[config.mk]
export PLATFORM = sky130hd
export DESIGN_NAME = dragon_body
export DESIGN_NICKNAME = d
export VERILOG_FILES = /design/src/rtl/dragon_body.sv
export SDC_FILE = /design/constraint.sdc
export NUM_CORES = 1
export LEC_CHECK = 0
export ABC_AREA = 1
export BUFFER_PORTS_ARGS = -buffer_cell sky130_fd_sc_hd__clkbuf_2
export CAP_MARGIN = 15
export CORE_ASPECT_RATIO = 0.6
export CORE_MARGIN = 10
export CORE_UTILIZATION = 59
export CTS_BUF_LIST = sky130_fd_sc_hd__clkbuf_4
export CTS_CLUSTER_SIZE = 10
export DETAILED_ROUTE_END_ITERATION = 6
export GPL_TIMING_DRIVEN = 1
export PLACE_DENSITY = 0.88
export SYNTH_ARGS = -nofsm -noshare
export SYNTH_HDL_FRONTEND = slang
export SYNTH_SLANG_ARGS = --single-unit
[constraint.sdc]
create_clock -name clk -period 4.64 [get_ports clk]
set_input_delay 0.232 -clock clk [delete_from_list [all_inputs] [get_ports clk]]
set_output_delay 0.232 -clock clk [all_outputs]
set_load 0.02 [all_outputs]
[src/rtl/dragon_body.sv]
// Dragon game-logic stage: owns head/body segments, advances one tile per move,
// grows on request and runs a fixed six-cycle self-collision scan for the PPU.
module dragon_body #(
    parameter logic [3:0] HEAD_ID   = 4'h4,
    parameter logic [3:0] BODY_ID   = 4'h5,
    parameter logic [7:0] START_LOC = 8'h53
) (
    input  logic        clk,
    input  logic        reset,
    input  logic        move,
    input  logic [1:0]  dir,
    input  logic        grow,
    output logic [14:0] dragon_1,
    output logic [14:0] dragon_2,
    output logic [14:0] dragon_3,
    output logic [14:0] dragon_4,
    output logic [14:0] dragon_5,
    output logic [14:0] dragon_6,
    output logic [14:0] dragon_7,
    output logic [7:0]  head_loc,
    output logic [2:0]  length,
    output logic        busy,
    output logic        move_done,
    output logic        collision
);

    typedef enum logic [1:0] {IDLE, SHIFT, CHECK, DONE} state_t;

    state_t      state, state_nxt;
    logic [9:0]  seg [1:7];
    logic [2:0]  len_q;
    logic [2:0]  k;
    logic [1:0]  heading;
    logic        grow_pending;
    logic        coll_q;
    logic [3:0]  row_nxt, col_nxt;
    logic [7:0]  next_loc;

    // Rows run 0..11 only, so vertical moves wrap at 11 rather than 15.
    always_comb begin
        row_nxt = seg[1][7:4];
        col_nxt = seg[1][3:0];
        case (heading)
            2'b00:   row_nxt = (seg[1][7:4] == 4'd0)  ? 4'd11 : seg[1][7:4] - 4'd1;
            2'b01:   col_nxt = seg[1][3:0] + 4'd1;
            2'b10:   row_nxt = (seg[1][7:4] == 4'd11) ? 4'd0  : seg[1][7:4] + 4'd1;
            default: col_nxt = seg[1][3:0] - 4'd1;
        endcase
        next_loc = {row_nxt, col_nxt};
    end

    always_ff @(posedge clk) begin
        if (reset) state <= IDLE;
        else       state <= state_nxt;
    end

    always_comb begin
        state_nxt = state;
        case (state)
            IDLE:    if (move) state_nxt = SHIFT;
            SHIFT:   state_nxt = CHECK;
            CHECK:   if (k == 3'd7) state_nxt = DONE;
            default: state_nxt = IDLE;
        endcase
    end

    always_comb begin
        busy      = (state != IDLE);
        move_done = (state == DONE);
    end

    always_ff @(posedge clk) begin
        if (reset) begin
            for (int unsigned n = 1; n <= 7; n++) seg[n] <= {2'b01, START_LOC};
            len_q        <= 3'd1;
            heading      <= 2'b01;
            grow_pending <= 1'b0;
            coll_q       <= 1'b0;
            k            <= 3'd2;
        end else begin
            if (grow) grow_pending <= 1'b1;
            case (state)
                IDLE: begin
                    // A reversal would fold the head into the neck, so it is ignored.
                    if (move && (dir != (heading ^ 2'b10))) heading <= dir;
                end
                SHIFT: begin
                    for (int unsigned n = 7; n >= 2; n--) seg[n] <= seg[n-1];
                    seg[1] <= {heading, next_loc};
                    if ((grow_pending || grow) && (len_q != 3'd7)) len_q <= len_q + 3'd1;
                    grow_pending <= 1'b0;
                    coll_q       <= 1'b0;
                    k            <= 3'd2;
                end
                CHECK: begin
                    if ((k <= len_q) && (seg[k][7:0] == seg[1][7:0])) coll_q <= 1'b1;
                    k <= k + 3'd1;
                end
                default: ;
            endcase
        end
    end

    assign dragon_1  = {1'b0, HEAD_ID, seg[1]};
    assign dragon_2  = {(len_q < 3'd2), BODY_ID, seg[2]};
    assign dragon_3  = {(len_q < 3'd3), BODY_ID, seg[3]};
    assign dragon_4  = {(len_q < 3'd4), BODY_ID, seg[4]};
    assign dragon_5  = {(len_q < 3'd5), BODY_ID, seg[5]};
    assign dragon_6  = {(len_q < 3'd6), BODY_ID, seg[6]};
    assign dragon_7  = {(len_q < 3'd7), BODY_ID, seg[7]};
    assign head_loc  = seg[1][7:0];
    assign length    = len_q;
    assign collision = coll_q;

endmodule

==> results.cfg <==
[clocking]
cts_hold_repair.buffers = 1
cts_resized = 0
clk_latency_ns = 0.47
clock_path_buffers = 2
cts_tree = yes
cts_buffers = 9
cts_sinks = 85
clkTransAtPathRegs_ns = 0.13
post-cts-setup-buffers = 0
cts_root_buf = clkbuf_4
h-tree-depth = 3

[place]
dpl_cell_area_mm2 = 0.00497
hpwlAfterDp_mm = 8.15
port_buffers = 95
gp_congestion = 0.865

[finish]
synthToLayoutAreaGrowth_pct = 9.69
regArea_mm2 = 0.00240
n_fill_cell = 625
multi_input_comb_area_mm2 = 0.00166
final_layout_size_suffix_gt1_frac = 0.261
design_area_mm2 = 0.00510
fin_nets = 609
antenna_cells = 0

[routing]
drc_errors = 0
drt-initial-drc-count = 264
first_pass_iters = 5
ant_nets = 0
avgRoutedWirePerCell_um = 15.8
drt_wl_total_mm = 10.9
viasPerCell = 5.19
vias = 3609

[pwr]
ir_worst_vdd_v = 0.000258
p_leak_nw = 2.35
power-per-cell-area_mw_per_mm2 = 462

[worst_setup_path]
r2r_cells = 6
slowest_stage = nor2_2
slowest_delay_ns = 0.86
r2r_slack_ns = 1.75
required_ns = 4.86
cp_data_arrival_time_ns = 3.11
start_kind = flip-flop
cpMostUsedCell = inv_1
cp_cell_sequence = inv_1, ha_1, inv_1, nor2_2, inv_2, or2_2
r2r-start = state[1]
r2r-end = seg[7][8]
endpoint_kind = flip-flop
worstPathMaxFanout = 45
worst-setup-path-type = reg -> reg

[flow_run]
cap_violations = 0

[sta]
min_period_over_period = 0.624
setup_tns_ns = 0
hold_violations = 0
finClkSkew_ns = 0.0191
worstMarginPinSlew_ns = 1.14
rsz0062_at_grt = false
layout_min_cycle_time_ns = 2.89
finalSetupViolCount = 0
max_slew_margin = 0.238
finalMaxSlewViolations = 0
fmax_mhz = 346

[floorplanning]
io_pins = 125
die-area_mm2 = 0.0120
num_rows = 24
initial_core_util = 0.624
die_y_um = 88.8
core_mm2 = 0.00745
fp.dieW_um = 135

[yosys]
ys_ff_latch = 85
synthDistinctLibCells = 32
synth_area_per_cell_um2 = 9.23
synth_edf_count = 70
yosysTopAreaCellShare = 0.452
synth_area_mm2 = 0.00465
ys_warn_count = 0
ys.flop_type = edfxtp_1
synth_top_cell_by_area = edfxtp_1
synthArstFlopShare = 0
yosysSeqAreaShare = 0.517
synth_common_cells = nand2_1 (100), inv_1 (73), edfxtp_1 (70)
synth_most_common_cell = nand2_1
synthTopCellsByArea = edfxtp_1 (45%), nand2_1 (8.1%), dfxtp_1 (6.5%), buf_4 (6.3%), inv_1 (5.9%)
synth_cells = 504

[run_status]
status = complete, no violations

[worst_hold_path]
holdCritStartpoint = reset
hold-path-cell-count = 2
hold_end = k[2]
hold_class = in -> reg

[global_routing]
grt_usage = 0.181
antenna_found_initial = 0
grt_pass1_vias = 3435
grt_max_degree = 63
overflow = 0
grt_pass1_wl_mm = 17.1
[layout make-up]
cell class	instances	share of cell area
sequential	85	0.471
multi-input combinational	316	0.325
clock inverter	7	0.0110
clock buffer	9	0.0132
timing repair buffer	98	0.0981
inverter	76	0.0559
tap	104	0.0255
[report_power, final]
part | internal (mW) | leakage (nW) | switching (mW)
Clock | 0.156 | 0.0720 | 0.251
Combinational | 0.245 | 1.54 | 0.635
Sequential | 0.978 | 0.742 | 0.0911
Total | 1.38 | 2.35 | 0.976
[sequential cells by signal, summed over array words and instances, names as in the netlist, named ones only]
register,cells
seg,70
k,3
length,3
heading,2
state,2
collision,1
grow_pending,1
[critical path, delay by kind of cell, from the launching register on]
family	cells	cell delay, ns
AND/OR/NAND/NOR	2	1.30
buffers and inverters	3	0.80
flip-flops	1	0.35
adder cells (fa/ha/maj)	1	0.17
[cell usage in the layout (no fill, tap or decap), types with 2 or more instances in the layout]
cell type / instances
ha_1: 16
clkinv_1: 3
buf_4: 2
clkinv_2: 3
xor2_1: 4
a21oi_1: 20
o211ai_1: 4
edfxtp_1: 70
o21ai_1: 2
o21ai_0: 17
nand3_1: 35
nor2_1: 42
nand3_2: 14
nand2_2: 12
o22ai_1: 2
conb_1: 29
inv_2: 3
inv_1: 73
clkbuf_2: 95
clkbuf_4: 9
or2_2: 11
dfxtp_1: 15
nand2_1: 99
[routing by layer]
layer,track usage,wire (µm),up-vias
met5,0,0,-
met3,0.0786,1160,21
met2,0.286,5210,167
met1,0.217,4390,1700
met4,0.0688,182,0
li1,-,-,1721
[stage by stage]
stage               power, mW  hold WS [ns]  setup slack [ns]   util  std cells
floorplan                1.75         0.310              2.23      -        531
global placement         1.92         0.460              2.01  0.667        678
detailed placement       1.96         0.494              1.83  0.667        678
CTS                      2.36       0.00618              1.81  0.685        695
global route             2.51       0.00584              1.56  0.685        695
finish                   2.36        0.0320              1.75  0.685        695
[worst max path at each step]
stage | startpoint | end | slack [ns] | cells after the start
finish | state[1] | seg[7][8] | 1.75 | 6
floorplan | state[1] | seg[1][8] | 2.23 | 4
global route | state[1] | seg[5][6] | 1.56 | 6
detailed placement | state[1] | seg[1][1] | 1.83 | 6
CTS | state[1] | seg[1][1] | 1.81 | 6
global placement | state[1] | seg[5][1] | 2.01 | 6
[cells by family after synthesis]
family          Yosys count  share of synthesized area
other cells               2                    0.00161
fa+ha+maj                17                     0.0473
compound gates           49                     0.0603
xor+xnor                  5                    0.00942
buf+inv                 130                      0.149
simple gates            216                      0.216
flops                    85                      0.517
Power figures use the tool's default switching activity.
